<file path="src/rtl/lc3b_exec_arith.sv">
// Execute-stage arithmetic for the LC-3b pipeline: ALU, PC-relative offset
// adjust/add, and the EX/MEM result registers.
module lc3b_exec_arith (
  input  logic        clk,
  input  logic        reset,
  input  logic        load,
  input  logic [2:0]  aluop,
  input  logic [15:0] a,
  input  logic [15:0] b,
  input  logic [1:0]  offset_sel,
  input  logic [10:0] offset_field,
  input  logic [15:0] pc,
  output logic [15:0] alu_out,
  output logic [15:0] target,
  output logic [15:0] alu_reg_out,
  output logic [15:0] target_reg_out
);

  localparam logic [2:0] OP_ADD  = 3'd0;
  localparam logic [2:0] OP_AND  = 3'd1;
  localparam logic [2:0] OP_NOT  = 3'd2;
  localparam logic [2:0] OP_PASS = 3'd3;
  localparam logic [2:0] OP_SLL  = 3'd4;
  localparam logic [2:0] OP_SRL  = 3'd5;
  localparam logic [2:0] OP_SRA  = 3'd6;

  localparam logic [1:0] OFS_ADJ6  = 2'b00;
  localparam logic [1:0] OFS_ADJ9  = 2'b01;
  localparam logic [1:0] OFS_ADJ11 = 2'b10;

  logic [3:0]  shamt;
  logic [15:0] adj_ofs;
  logic [15:0] alu_q, alu_d;
  logic [15:0] target_q, target_d;

  assign shamt = b[3:0];

  always_comb begin
    alu_out = 16'h0000;
    case (aluop)
      OP_ADD:  alu_out = a + b;
      OP_AND:  alu_out = a & b;
      OP_NOT:  alu_out = ~a;
      OP_PASS: alu_out = b;
      OP_SLL:  alu_out = a << shamt;
      OP_SRL:  alu_out = a >> shamt;
      OP_SRA:  alu_out = $unsigned($signed(a) >>> shamt);
      default: alu_out = 16'h0000;
    endcase
  end

  // Sign-extend and shift left by one in a single concatenation.
  always_comb begin
    adj_ofs = 16'h0000;
    case (offset_sel)
      OFS_ADJ6:  adj_ofs = {{9{offset_field[5]}},  offset_field[5:0],  1'b0};
      OFS_ADJ9:  adj_ofs = {{6{offset_field[8]}},  offset_field[8:0],  1'b0};
      OFS_ADJ11: adj_ofs = {{4{offset_field[10]}}, offset_field[10:0], 1'b0};
      default:   adj_ofs = 16'h0000;
    endcase
  end

  assign target = pc + adj_ofs;

  always_comb begin
    alu_d    = alu_q;
    target_d = target_q;
    if (load) begin
      alu_d    = alu_out;
      target_d = target;
    end
  end

  always_ff @(posedge clk) begin
    if (reset) begin
      alu_q    <= 16'h0000;
      target_q <= 16'h0000;
    end else begin
      alu_q    <= alu_d;
      target_q <= target_d;
    end
  end

  assign alu_reg_out    = alu_q;
  assign target_reg_out = target_q;

endmodule

</file>
<file path="config.mk">
export PLATFORM = sky130hd
export DESIGN_NAME = lc3b_exec_arith
export DESIGN_NICKNAME = d
export VERILOG_FILES = /design/src/rtl/lc3b_exec_arith.sv
export SDC_FILE = /design/constraint.sdc
export NUM_CORES = 1
export LEC_CHECK = 0
export CAP_MARGIN = 20
export CORE_MARGIN = 1.5
export CORE_UTILIZATION = 37
export DETAILED_ROUTE_END_ITERATION = 8
export SETUP_SLACK_MARGIN = 0.2
export SYNTH_ARGS = -nofsm -noshare
export SYNTH_HDL_FRONTEND = slang
export SYNTH_SLANG_ARGS = --single-unit
</file>
<file path="constraint.sdc">
create_clock -name clk -period 10.9 [get_ports clk]
set_clock_uncertainty 0.15 [all_clocks]
set_input_delay 2.725 -clock clk [delete_from_list [all_inputs] [get_ports clk]]
set_output_delay 2.725 -clock clk [all_outputs]
set_load 0.05 [all_outputs]
</file>
==> results.json <==
{
  "status": "finished, final reports clean",
  "synth_top_family_by_area": "compound AO/OA/AOI/OAI gates",
  "cts_root_buffer": "clkbuf_16",
  "synthAdderAreaFrac": 0.0892,
  "hp-start": "alu_reg_out[3]$_SDFFE_PP0P_",
  "grt.overflow.total": 0,
  "pre_cts_ws_ps": 1540,
  "dp_hpwl_um": 14000,
  "path_max_fanout": 19,
  "ant_nets": 0,
  "routedWlPerCell_um": 19.8,
  "grt_setup_unrepaired": "false",
  "end_kind": "output pin",
  "cts_buffer_depth": 2,
  "num_rows": 41,
  "start_kind": "primary input",
  "synth.area.top_cells": "dfxtp_1, mux2i_1, ha_1, mux4_2, nor2_1",
  "fin_nets": 832,
  "dieArea_um2": 13700,
  "via_count": 5321,
  "post_cts_resized": 0,
  "worstSetupPathType": "in -> out",
  "grt_pass1_vias": 4915,
  "seq_area_frac_synth": 0.134,
  "finalMaxSlewViolations": 0,
  "grt_usage": 0.257,
  "synth_compound_area_frac": 0.261,
  "utilization": 0.502,
  "synthCells": 627,
  "ys_ff_latch": 32,
  "p_per_area_nw_per_um2": 116,
  "coreArea_um2": 12600,
  "yosys_most_used_dff": "dfxtp_1",
  "synthDistinctLibCells": 73,
  "num_io_pins": 131,
  "cts_tree": "yes",
  "ys_warn_count": 0,
  "worst_hold_slack_ps": 329,
  "layout_setup_ws_ps": 1510,
  "antenna_found_initial": 0,
  "syn-num-nets": 727,
  "n_antenna_cell": 0,
  "post_cts_buffers": 0,
  "syn_avg_cell_area_um2": 7.65,
  "fillers": 1290,
  "synth_top_area_cell": "dfxtp_1",
  "setup_viol": 0,
  "drcViolationCount": 0,
  "clock_latency_ps": 270,
  "final_area_um2": 6330,
  "finalHoldViolCount": 0,
  "hold_buffers": 0,
  "cts_made_buffers": 5,
  "htreeDepth": 2,
  "clkTransAtPathRegs_ps": 50,
  "setup_tns_ps": 0,
  "synth_edf_count": 0,
  "netlist_area_um2": 4800,
  "async_reset_ff_frac": 0,
  "maxCapViolCount": 0,
  "hp-class": "reg -> reg",
  "crit_path_end": "alu_out[10]",
  "firstDrtPassIters": 6,
  "r2r_start": "alu_reg_out[1]$_SDFFE_PP0P_",
  "grt_max_degree": 45,
  "fin_crit_sh": 0.862,
  "final_cell_mix": "clkdlybuf4s50_1, nor2_1, nand2_1",
  "worst_pin_slew_ps": 1060,
  "cts_sinks": 32,
  "rrSetupSlack_ps": 9940,
  "synthXorXnorAreaFrac": 0.0402,
  "drtIter0Drc": 514,
  "routabilityCongestion": 1.03,
  "synthSimpleGateAreaFrac": 0.195,
  "timing.critical_path.from": "b[2]",
  "p_total_mw": 0.733,
  "synth.area.mux_share": 0.224,
  "syn2layout_area_growth_pct": 32.0,
  "final_common_cell": "clkdlybuf4s50_1",
  "fin_cells": 905,
  "period_needed_ps": 9390,
  "drive_gt1_frac": 0.0764,
  "yosysTopAreaCellShare": 0.134,
  "die_x_um": 117,
  "viasPerCell": 5.88,
  "numPortBuffers": 130,
  "dieHeight_um": 117,
  "place_inst": 897,
  "dpl_cell_area_um2": 6170,
  "reg2reg_to": "alu_reg_out[1]$_SDFFE_PP0P_",
  "start_util": 0.380,
  "routed_wl_um": 17900,
  "peakVddDrop_uv": 48.8,
  "rr_worst_depth": 2,
  "max_freq_ghz": 0.106,
  "grt_pass1_wl_um": 27000,
  "p_leak_nw": 2.59,
  "slew_headroom": 0.294,
  "cp_data_arrival_time_ps": 6520,
  "required_ps": 8030
}
[registers in the layout, summed over array words and instances (netlist names)]
signal          flops
alu_reg_out        16
target_reg_out     16
[cells in the mapped netlist, types with 5 or more instances]
cell type,n
a311oi_1,6
clkbuf_1,20
o21a_1,12
inv_1,17
a2111oi_0,5
nor2b_1,9
mux4_2,15
dfxtp_1,32
o211ai_1,7
nand3_1,8
nor2_1,80
ha_1,31
o21ai_0,37
xor2_1,11
a21o_1,7
o22ai_1,5
a21oi_1,53
mux2_2,14
xnor2_1,11
a211oi_1,11
o21ai_1,8
and2_1,6
nand2_1,60
nor3_1,9
buf_2,9
and3_1,7
mux2i_1,46
nand2b_1,5
[cells by family (layout without fill, tap and decap cells)]
kind of cell    Yosys count  count (layout)
simple gates            206             206
compound gates          193             193
xor+xnor                 22              22
fa+ha+maj                33              33
buf+inv                  60             166
flops                    32              32
mux                      81              81
[final cells by class]
| type | count | area [µm²] | area share |
|---|---|---|---|
| tap | 172 | 215 | 0.0340 |
| clock buffer | 6 | 129 | 0.0204 |
| clock inverter | 2 | 35.0 | 0.00553 |
| timing repair buffer | 138 | 1350 | 0.213 |
| inverter | 20 | 75.1 | 0.0119 |
| multi-input combinational | 535 | 3880 | 0.614 |
| sequential | 32 | 641 | 0.101 |
[worst min-delay path by stage]
stage,endpoint,slack (ps),depth (start not counted)
finish,alu_reg_out[3]$_SDFFE_PP0P_,330,2
global route,alu_reg_out[15]$_SDFFE_PP0P_,360,2
CTS,alu_reg_out[3]$_SDFFE_PP0P_,330,2
detailed placement,target_reg_out[15]$_SDFFE_PP0P_,320,2
global placement,target_reg_out[2]$_SDFFE_PP0P_,320,2
floorplan,target_reg_out[2]$_SDFFE_PP0P_,550,2
[worst max-delay path, cell delays in order]
cell	delay [ps]
clkdlybuf4s50_1	960
ha_1	410
a21oi_1	290
nor3_1	100
or3_1	400
a21oi_1	190
xor2_1	80
o211ai_1	440
clkdlybuf4s50_1	900
[per-layer routing]
metal | wire length [µm] | vias to the layer above | track usage
li1 | - | 2543 | -
met1 | 7920 | 2498 | 0.350
met2 | 8120 | 249 | 0.416
met3 | 1320 | 31 | 0.0386
met4 | 534 | 0 | 0.0884
met5 | 0 | - | 0
[report_power, final]
group	total [mW]	internal (mW)	switching, mW
logic	0.438	0.164	0.275
clock network	0.160	0.107	0.0524
registers	0.135	0.129	0.00592
total	0.733	0.400	0.333
No activity file was read; power rests on OpenSTA's default activity.
